File: config.mk
export PLATFORM = sky130hd
export DESIGN_NAME = turf_udp_tx_arbiter
export DESIGN_NICKNAME = d
export VERILOG_FILES = /design/src/rtl/turf_udp_pkg.sv /design/src/rtl/turf_udp_tx_arbiter_rr_arbiter.sv /design/src/rtl/turf_udp_tx_arbiter.sv
export SDC_FILE = /design/constraint.sdc
export NUM_CORES = 1
export LEC_CHECK = 0
export ABC_CLOCK_PERIOD_IN_PS = 1700
export CAP_MARGIN = 20
export CORE_AREA = 3 3 176 178
export DETAILED_ROUTE_END_ITERATION = 12
export DIE_AREA = 0 0 179 181
export HOLD_SLACK_MARGIN = 0.12
export PLACE_DENSITY = 0.53
export SYNTH_ARGS = -nofsm -noshare
export SYNTH_HDL_FRONTEND = slang
export SYNTH_SLANG_ARGS = --single-unit
File: constraint.sdc
create_clock -name aclk -period 1.7 [get_ports aclk]
set_input_delay 0.425 -clock aclk [delete_from_list [all_inputs] [get_ports aclk]]
set_output_delay 0.425 -clock aclk [all_outputs]
set_load 0.05 [all_outputs]
File: src/rtl/turf_udp_pkg.sv
// Shared types and widths for the UDP transmit path.
package turf_udp_pkg;

    localparam int unsigned UDP_HDR_W  = 64;
    localparam int unsigned UDP_DATA_W = 64;
    localparam int unsigned UDP_KEEP_W = 8;

    typedef struct packed {
        logic [31:0] ip;
        logic [15:0] port;
        logic [15:0] length;
    } udp_hdr_t;

    typedef enum logic [1:0] {
        IDLE,
        HDR,
        DATA
    } tx_state_e;

endpackage

File: src/rtl/turf_udp_tx_arbiter_rr_arbiter.sv
// Combinational round-robin pick: first requester strictly above the last winner, cyclically.
module rr_arbiter #(
    parameter  int unsigned N  = 2,
    localparam int unsigned IW = $clog2(N)
) (
    input  logic [N-1:0]  req,
    input  logic [IW-1:0] last,
    output logic [N-1:0]  gnt_c,
    output logic [IW-1:0] idx_c
);

    logic        found;
    int unsigned cand;

    always_comb begin
        gnt_c = '0;
        idx_c = '0;
        found = 1'b0;
        cand  = 0;
        // Offsets 1..N visit every requester once, ending on last itself.
        for (int unsigned k = 1; k <= N; k++) begin
            cand = (32'(last) + k) % N;
            if (!found && req[cand[IW-1:0]]) begin
                found                = 1'b1;
                gnt_c[cand[IW-1:0]]  = 1'b1;
                idx_c                = cand[IW-1:0];
            end
        end
    end

endmodule

File: src/rtl/turf_udp_tx_arbiter.sv
// Round-robin arbiter sharing one UDP TX path (header + payload) among NREQ engines.
// A grant is held for one header beat plus payload beats up to tlast.
module turf_udp_tx_arbiter
    import turf_udp_pkg::*;
#(
    parameter int unsigned NREQ     = 2,
    parameter int unsigned CNT_BITS = 16
) (
    input  logic                       aclk,
    input  logic                       aresetn,
    input  logic [NREQ*UDP_HDR_W-1:0]  s_udphdr_tdata,
    input  logic [NREQ-1:0]            s_udphdr_tvalid,
    output logic [NREQ-1:0]            s_udphdr_tready,
    input  logic [NREQ*UDP_DATA_W-1:0] s_udpdata_tdata,
    input  logic [NREQ*UDP_KEEP_W-1:0] s_udpdata_tkeep,
    input  logic [NREQ-1:0]            s_udpdata_tlast,
    input  logic [NREQ-1:0]            s_udpdata_tvalid,
    output logic [NREQ-1:0]            s_udpdata_tready,
    output logic [UDP_HDR_W-1:0]       m_udphdr_tdata,
    output logic                       m_udphdr_tvalid,
    input  logic                       m_udphdr_tready,
    output logic [UDP_DATA_W-1:0]      m_udpdata_tdata,
    output logic [UDP_KEEP_W-1:0]      m_udpdata_tkeep,
    output logic                       m_udpdata_tlast,
    output logic                       m_udpdata_tvalid,
    input  logic                       m_udpdata_tready,
    output logic [NREQ-1:0]            grant_o,
    output logic [NREQ*CNT_BITS-1:0]   pkt_count_o
);

    localparam int unsigned IW = $clog2(NREQ);

    tx_state_e                      state_q, state_d;
    logic [NREQ-1:0]                grant_d;
    logic [IW-1:0]                  gidx_q, gidx_d;
    logic [IW-1:0]                  last_q, last_d;
    logic [NREQ-1:0][CNT_BITS-1:0]  cnt_q;
    logic [NREQ-1:0]                arb_gnt;
    logic [IW-1:0]                  arb_idx;
    logic                           pkt_done;

    udp_hdr_t                       hdr_sel;
    logic                           hvld_sel;
    logic [UDP_DATA_W-1:0]          data_sel;
    logic [UDP_KEEP_W-1:0]          keep_sel;
    logic                           last_sel;
    logic                           dvld_sel;

    rr_arbiter #(.N(NREQ)) u_rr (
        .req   (s_udphdr_tvalid),
        .last  (last_q),
        .gnt_c (arb_gnt),
        .idx_c (arb_idx)
    );

    // AND-OR mux on the one-hot grant; zero grant (IDLE, reset) yields all-zero outputs.
    always_comb begin
        hdr_sel  = '0;
        hvld_sel = 1'b0;
        data_sel = '0;
        keep_sel = '0;
        last_sel = 1'b0;
        dvld_sel = 1'b0;
        for (int unsigned i = 0; i < NREQ; i++) begin
            if (grant_o[i]) begin
                hdr_sel  = s_udphdr_tdata[UDP_HDR_W*i +: UDP_HDR_W];
                hvld_sel = s_udphdr_tvalid[i];
                data_sel = s_udpdata_tdata[UDP_DATA_W*i +: UDP_DATA_W];
                keep_sel = s_udpdata_tkeep[UDP_KEEP_W*i +: UDP_KEEP_W];
                last_sel = s_udpdata_tlast[i];
                dvld_sel = s_udpdata_tvalid[i];
            end
        end
    end

    assign m_udphdr_tdata   = hdr_sel;
    assign m_udphdr_tvalid  = (state_q == HDR) && hvld_sel;
    assign s_udphdr_tready  = ((state_q == HDR) && m_udphdr_tready) ? grant_o : '0;
    assign m_udpdata_tdata  = data_sel;
    assign m_udpdata_tkeep  = keep_sel;
    assign m_udpdata_tlast  = last_sel;
    assign m_udpdata_tvalid = (state_q == DATA) && dvld_sel;
    assign s_udpdata_tready = ((state_q == DATA) && m_udpdata_tready) ? grant_o : '0;
    assign pkt_count_o      = cnt_q;

    always_comb begin
        state_d  = state_q;
        grant_d  = grant_o;
        gidx_d   = gidx_q;
        last_d   = last_q;
        pkt_done = 1'b0;
        case (state_q)
            IDLE: begin
                if (|s_udphdr_tvalid) begin
                    grant_d = arb_gnt;
                    gidx_d  = arb_idx;
                    state_d = HDR;
                end
            end
            HDR: begin
                if (m_udphdr_tvalid && m_udphdr_tready) begin
                    state_d = DATA;
                end
            end
            DATA: begin
                if (m_udpdata_tvalid && m_udpdata_tready && m_udpdata_tlast) begin
                    state_d  = IDLE;
                    grant_d  = '0;
                    last_d   = gidx_q;
                    pkt_done = 1'b1;
                end
            end
            default: begin
                state_d = IDLE;
                grant_d = '0;
            end
        endcase
    end

    always_ff @(posedge aclk or negedge aresetn) begin
        if (!aresetn) begin
            state_q <= IDLE;
            grant_o <= '0;
            gidx_q  <= '0;
            last_q  <= IW'(NREQ - 1);
            cnt_q   <= '0;
        end else begin
            state_q <= state_d;
            grant_o <= grant_d;
            gidx_q  <= gidx_d;
            last_q  <= last_d;
            // Counter wraps modulo 2^CNT_BITS.
            for (int unsigned i = 0; i < NREQ; i++) begin
                if (pkt_done && grant_o[i]) begin
                    cnt_q[i] <= cnt_q[i] + CNT_BITS'(1);
                end
            end
        end
    end

endmodule

# Word level (Yosys, flattened, before mapping)

Index checks and enable logic that the tools add are counted.

$add $sub $neg: 4
Magnitude comparators: 4
Equality and inequality tests: 5
Multiplexer cells: 35
Bitwise gates (word level): 2
Reductions and logical operators: 19

Operator list:

| cell                  | count |
|---|---|
| $mux 64               | 4 |
| $add 16x1->16 const B | 2 |
| $mux 1                | 17 |
| $mux 2                | 8 |
| $mux 8                | 2 |
| $logic_and 1x1->1     | 12 |
| $pmux 2 s3            | 2 |
| $reduce_and 3->1      | 2 |
| $lt 1x2->1 const B    | 2 |
| $ne 2x1->1 const B    | 2 |
| $reduce_and 2->1      | 2 |
| $add 1x1->1 const B   | 2 |
| $demux 1 s1           | 2 |
| $eq 2x1->1 const B    | 1 |
| $eq 2x2->1 const B    | 1 |
| $ge 1x1->1 const B    | 2 |
| $logic_not 2->1       | 1 |
| $ne 2x2->1 const B    | 1 |
| $or 2x2->2            | 1 |
| $reduce_or 2->1       | 1 |
| $logic_not 1->1       | 1 |
| $not 1->1             | 1 |

Register bits: 38
Input bits: 282
Output and inout port bits: 177
Word-level logic and storage cells: 75

# Longest topological paths before layout

Gate-level depths: netlist of the first run.

Depth in word-level cells: 10
Gate-level depth with buffers: 7
Mapped depth without buffers: 4

# Modules after synthesis

Synthesis of the first run repeated with hierarchy kept, for this count alone.

Cell total of the unflattened synthesis: 339
Area total of the unflattened synthesis: 3235.6 um^2

By module, submodules not included:

| module              | instances | cells an instance | area each (um^2) |
|---|---|---|---|
| turf_udp_tx_arbiter | 1         | 335               | 3209.3 |
| rr_arbiter          | 1         | 4                 | 26.3 |

# Worst setup path after synthesis of the first run

No wires, ideal clock.

Kind: register to output
From: reg grant_o[1]
To: out m_udphdr_tdata[62]
Data arrival time: 2.308 ns
Data required time: 1.275 ns
Setup slack: -1.033 ns
Stages on the path, launching flop included: 5
Path buffers: 3
Cell sequence: dfrtp_1 > buf_4 > clkbuf_1 > clkbuf_1 > o21ai_0

Word-level cells in the longest chain between the ends: 1

RTL lines:

| element                | RTL line                   | source |
|---|---|---|
| start, declared        | turf_udp_tx_arbiter.sv:27  | `output logic [NREQ-1:0] grant_o,` |
| start signal, assigned | turf_udp_tx_arbiter.sv:129 | `grant_o <= grant_d;` |
| $mux 64                | turf_udp_tx_arbiter.sv:65  | `if (grant_o[i]) begin` |
| end, declared          | turf_udp_tx_arbiter.sv:19  | `output logic [UDP_HDR_W-1:0] m_udphdr_tdata,` |

No other way between the ends.

# Final worst setup path of the first run

From: reg grant_o[1]
To: out m_udphdr_tdata[39]

Same word-level chain as after synthesis.

==> summary.md, run 1 <==
| Metric | Value |
|---|---|
| Syn Inst Count | 349 |
| Post-synth EDFFs | 0 |
| CTS tree | done |
| Req. time, crit path | 1.27 ns |
| Num rows | 63 |
| Synthesized area | 3310 µm² |
| Antenna Nets Post-Route | 0 |
| Core Region | 29600 µm² |
| Unique masters post-synth | 41 |
| Worst Clk Skew | 0.00839 ns |
| Cell accounting for the most synthesized area | a22o_1 |
| Gr ovfl total | 0 |
| Setup ws final | -0.403 ns |
| RSZ-0062 raised after global routing | yes |
| TritonRoute pass-1 iters | 4 |
| Die height | 181 µm |
| Main synth FF type | dfrtp_1 |
| CP max FO | 13 |
| Seq/Total Area, Yosys | 28.8% |
| Hold crit path type | reg -> reg |
| Gpl congestion | 0.819 |
| Crit path capture type | primary output |
| Nets | 1124 |
| Fmax | 475 MHz |
| WL/cell | 22.5 µm |
| Placed Instances | 1205 |
| IO Count | 459 |
| CP max stage cell | dfrtp_4 |
| Largest net degree at the start of global routing | 28 |
| Root buffer cell | clkbuf_16 |
| Top cells by area, synth | a22o_1 (36%), dfrtp_1 (28%), xor2_1 (4.5%), xnor2_1 (3.4%), nor4_2 (2.6%) |
| Synth warn | 0 |
| Final core utilization | 40.8% |
| Number of nets produced by synthesis | 633 |
| DRC viols | 0 |
| Cts bufs inserted | 5 |
| CTS Sinks | 38 |
| Top-count cell post-synth | a22o_1 |
| Die Wd | 179 µm |
| Vias in the first global route | 5372 |
| Total number of vias | 5122 |
| Failing checks | negative setup slack |
| Area grow syn2layout | 264% |
| Final-report hold violation count | 0 |
| Final WL | 27700 µm |
| Static Leak | 5.25 nW |
| Final period utilization | 124% |
| Post-Layout Cell Count | 1234 |
| Pwr dens | 1720 nW/µm² |
| Final setup fails | 162 |
| Layout cell share with drive strength beyond 1 | 50.8% |
| Worst-margin pin slew | 0.429 ns |
| Critical path type | reg -> out |
| Die outline area | 32400 µm² |
| Worst-Skew Late Latency | 0.28 ns |
| Startpoint Class | register |
| Synth top area share | 36.0% |
| Port Buffer Count | 458 |
| Crit-path leading delay family | buffers and inverters |
| Max cap viols | 0 |
| First-pass GRT wire length | 38300 µm |
| Global Route Usage Sum | 16.1% |
| Initial antenna violation count | 14 |
| Critical path, cell by cell | buf_8 -> bufbuf_16 -> a22o_4 -> buf_12 |
| Data arrival time of the critical path | 1.68 ns |
| Slew headroom | 71.4% |
| Synthesized area per cell | 9.48 µm² |
| Synth cell count leaders | a22o_1 (136), dfrtp_1 (37), clkbuf_1 (23) |
| Clk buf depth | 2 |
| H-tree depth | 2 |
| Post-DP HPWL | 23600 µm |
| TNS Setup | -51.39 ns |
| Slowest stage delay, CP | 0.51 ns |
| Slew Limit Fails | 0 |
| Initial Utilization | 11.2% |
| Flops & latches, synth | 38 |
| Ys async rst share | 100% |
| Fin crit period | 2.10 ns |
| Clk slew on worst S/H paths | 0.06 ns |
| Vias per Instance | 4.15 |
| Worst Path Buf+Inv | 3 |
| Status | finished with violations |
| DRT iter0 DRCs | 192 |
| Worst VDD drop | 1.08 mV |
| Hold_ws | 0.502 ns |
[kinds of logic (layout without fill, tap and decap cells)]
kind of cell               after synthesis  count (layout)  share of synthesized area (%)
AOI/OAI and AO/OA                      148             149                           38.4
buffers and inverters                   45             536                           6.96
adders and majority gates                2               2                          0.756
and+or+nand+nor                         83              83                           16.1
DFF                                     38              38                           28.8
muxes                                    3               3                           1.02
xor gates and xnor gates                30              30                           7.94
other                                    0               3                              0
[final timing paths]
kind | to | slack [ns] | startpoint | cells after the start
max | m_udphdr_tdata[39] | -0.40 | grant_o[1]$_DFFE_PN0P_ | 4
min | gidx_q$_DFFE_PN0P_ | 0.50 | gidx_q$_DFFE_PN0P_ | 2
max reg2reg | pkt_count_o[7]$_DFFE_PN0P_ | -0.19 | grant_o[1]$_DFFE_PN0P_ | 7
min reg2reg | gidx_q$_DFFE_PN0P_ | 0.50 | gidx_q$_DFFE_PN0P_ | 2
max in group asynchronous | last_q$_DFFE_PN1N_ | 0.53 | aresetn | 3
min in group asynchronous | pkt_count_o[10]$_DFFE_PN0P_ | 0.64 | aresetn | 2
[cells in the final DEF, fill, tap and decap left out, types with 3 or more instances in the layout]
cell type	netlist	layout
diode_2	0	3
inv_1	5	4
and3_4	0	3
and2_1	4	3
buf_12	1	191
buf_8	0	3
a22o_2	0	31
nand3_1	10	10
nor4_4	1	11
nor3_4	0	3
buf_4	3	41
dfrtp_2	0	6
nand2_1	18	16
buf_6	3	3
dfrtp_1	37	30
nand4_1	12	12
xor2_1	17	17
xnor2_1	13	13
clkdlybuf4s50_1	0	278
and3_1	8	5
clkbuf_16	0	5
a22o_4	0	104
[stage by stage]
step / power [mW] / area, µm² / worst slack, ns
floorplan: 10.2 / 4130 / -0.319
global placement: 19.1 / 11200 / -0.384
detailed placement: 19.1 / 11200 / -0.382
CTS: 20.8 / 11700 / -0.438
global route: 21.5 / 12100 / -0.462
finish: 20.7 / 12100 / -0.403
[registers in the layout (all words and copies together) (netlist names)]
register / cells
last_q: 1
grant_o: 2
state_q: 2
pkt_count_o: 32
gidx_q: 1
[worst register-to-register path, cell delays in order, from the launching register on]
cell      delay [ns]
dfrtp_4         0.51
buf_4           0.16
nand3b_1        0.17
a21o_4          0.24
buf_4           0.15
buf_12          0.15
nor4_4          0.26
xor2_1          0.17
[report_power, final]
group | switching [mW] | internal (mW) | total, mW
combinational | 9.38 | 9.36 | 18.7
clock | 0.354 | 0.538 | 0.893
sequential | 0.103 | 0.995 | 1.10
[layer usage]
layer  wire (µm)  part of all wire [%]  vias to the layer above  track usage (%)
met5          57                  0.21                        -                0
met4         234                  0.84                       10             2.09
met3        2670                   9.6                       21             6.05
met2       13200                    48                      238             25.8
met1       11600                    42                     2476             21.1
li1            -                     -                     2377                -
[layout make-up]
type	instances	area (µm²)
multi-input combinational	267	3320
fill	2769	17500
clock buffer	6	129
antenna	3	7.51
sequential	38	963
tap	390	488
timing repair buffer	523	7120
clock inverter	2	10.0
inverter	5	22.5
[repair_timing]
action / 4_1_cts / 5_1_grt
cloned: 2 / 1
endpoints found under the setup margin: 159 / 166
setup buffers: 2 / 12
hold buffers: 1 / 0
gates resized for setup: 51 / 33
endpoints found under the hold margin: 16 / 0
pin swaps: 1 / 23
Note: power is estimated with default switching activity, not from simulation.
==> run 2, diff against run 1 <==
Settings changed: ABC_CLOCK_PERIOD_IN_PS 1700 to 2450, CORE_AREA 3 3 176 178 to 3 3 177 179, DIE_AREA 0 0 179 181 to 0 0 180 182, GPL_ROUTABILITY_DRIVEN from default to 0, PLACE_DENSITY 0.53 to 0.51.
Clock period 1.7 ns to 2.45 ns, I/O delays scaled along.
==> summary.md, run 2 (synthesis results as in run 1) <==
| Metric | Value |
|---|---|
| Status | finished clean |
| Final setup fails | 0 (-100%) |
| WL/cell | 23.7 µm (+5.6%) |
| TNS Setup | 0 ns (+51.39 ns) |
| Initial Utilization | 11.1% (-0.059 points) |
| Worst-margin pin slew | 0.545 ns (+0.116 ns) |
| Layout cell share with drive strength beyond 1 | 36.9% (-14 points) |
| Fmax | 422 MHz |
| Area grow syn2layout | 209% |
| Commonest non-fill, non-tap cell in the layout | clkdlybuf4s50_1 |
| Placement-stage cell area | 9980 µm² (-11%) |
| Post-DP HPWL | 24900 µm (+5.5%) |
| Clk buf depth | 2 (unchanged) |
| First-pass GRT wire length | 38200 µm (-0.11%) |
| Initial antenna violation count | 18 (+4) |
| Data arrival time of the critical path | 1.76 ns (+0.08 ns) |
| Clk slew on worst S/H paths | 0.06 ns (about the same) |
| Most frequent cells in the layout | clkdlybuf4s50_1 (312), buf_12 (149), a22o_2 (97) |
| TritonRoute pass-1 iters | 4 (unchanged) |
| Slew Limit Fails | 0 (unchanged) |
| R2R depth | 6 (-1) |
| Slew headroom | 63.6% (-7.8 points) |
| Global Route Usage Sum | 16.1% (about the same) |
| Final-report hold violation count | 0 (unchanged) |
| Req. time, crit path | 1.84 ns (+0.57 ns) |
| Core Region | 29700 µm² (+0.53%) |
| DRT iter0 DRCs | 173 (-9.9%) |
| Vias in the first global route | 5056 (-5.9%) |
| Vias per Instance | 4.12 (-0.79%) |
| Critical Path Start | grant_o[1]$_DFFE_PN0P_ |
| Total Power | 13.0 mW (-37%) |
| Largest register FFs | 32 (unchanged) |
| Hold crit path type | in -> async |
| DRC viols | 0 (unchanged) |
| Critical R2R Launch | grant_o[1]$_DFFE_PN0P_ |
| CTS tree | done |
| Port Buffer Count | 458 (unchanged) |
| H-tree depth | 2 (unchanged) |
| Startpoint Class | register |
| CP max FO | 9 (-4) |
| Die Wd | 180 µm (+0.56%) |
| Gr ovfl total | 0 (unchanged) |
| Nets | 1083 (-3.6%) |
| Cts bufs inserted | 5 (unchanged) |
| Final WL | 28400 µm (+2.4%) |
| Worst Clk Skew | 0.00696 ns (-0.00143 ns) |
| Worst-Skew Late Latency | 0.28 ns (about the same) |
| Final period utilization | 96.8% |
| IO Count | 459 (unchanged) |
| Fin crit period | 2.37 ns |
| Max cap viols | 0 (unchanged) |
| Pwr dens | 1280 nW/µm² (-26%) |
| Die height | 182 µm (+0.55%) |
| Critical path type | reg -> out |
| Largest net degree at the start of global routing | 85 (+200%) |
| RSZ-0062 raised after global routing | no |
| Num rows | 63 (unchanged) |
| Static Leak | 4.19 nW (-20%) |
| Design Area, Final | 10200 µm² (-15%) |
| CTS Sinks | 38 (unchanged) |
| Root buffer cell | clkbuf_16 |
| Die outline area | 32800 µm² (+1.1%) |
| Crit path capture type | primary output |
| Total number of vias | 4925 (-3.8%) |
| Worst VDD drop | 0.699 mV (-35%) |
| Antenna Nets Post-Route | 0 (unchanged) |
[run 2: final timing paths]
check	endpoint	slack, ns
hold / removal	pkt_count_o[25]$_DFFE_PN0P_	0.29
min in group aclk	pkt_count_o[31]$_DFFE_PN0P_	0.47
setup / recovery	m_udpdata_tdata[16]	0.08
hold reg to reg	pkt_count_o[31]$_DFFE_PN0P_	0.47
max in group asynchronous	pkt_count_o[13]$_DFFE_PN0P_	1.61
setup reg to reg	pkt_count_o[9]$_DFFE_PN0P_	0.43
[run 2: final cells by class]
type                            count  area (µm²)
Sequential cell                    38         956
Antenna cell                        6        15.0
Multi-Input combinational cell    266        2260
Clock inverter                      3        68.8
Fill cell                        2925       19500
Timing Repair Buffer              483        6300
Clock buffer                        5         125
Inverter                            5        18.8
Tap cell                          390         488
[run 2: power by group]
part	leakage, nW	internal (mW)	switching [mW]
Clock	0.0940	0.585	0.269
Sequential	0.516	0.686	0.0743
Combinational	3.58	5.31	6.12
Total	4.19	6.58	6.46
[run 2: per-stage QoR]
stage,util [%],hold slack [ns],setup WS (ns),cells
final,34.4,0.291,0.0784,1196
after global routing,34.4,0.322,0.0115,1193
after CTS,34.4,0.304,0.0337,1190
after detailed placement,33.6,0.465,0.0480,1180
after global placement,33.6,0.462,0.0482,1180
after floorplan,-,0.317,0.0163,349
[run 2: routing by layer]
layer  GRT usage [%]  share of wire [%]  up-vias
li1                -                  -     2298
met1            16.9                 34     2350
met2            32.9                 59      237
met3            3.02                5.7       38
met4            3.25                1.4        2
met5               0              0.046        -
[run 2: critical path, stage by stage (launching register included)]
cell	delay [ns]
dfrtp_4	0.52
nor2b_4	0.18
buf_4	0.18
buf_4	0.18
a22o_1	0.25
buf_12	0.17
[run 2: timing repair]
item	CTS	global route
resized for setup	0	1
endpoints found under the hold margin	0	0
pin swaps	0	0
cloned	1	0
endpoints found under the setup margin	11	1
setup buffers	1	0
hold buffers	0	0
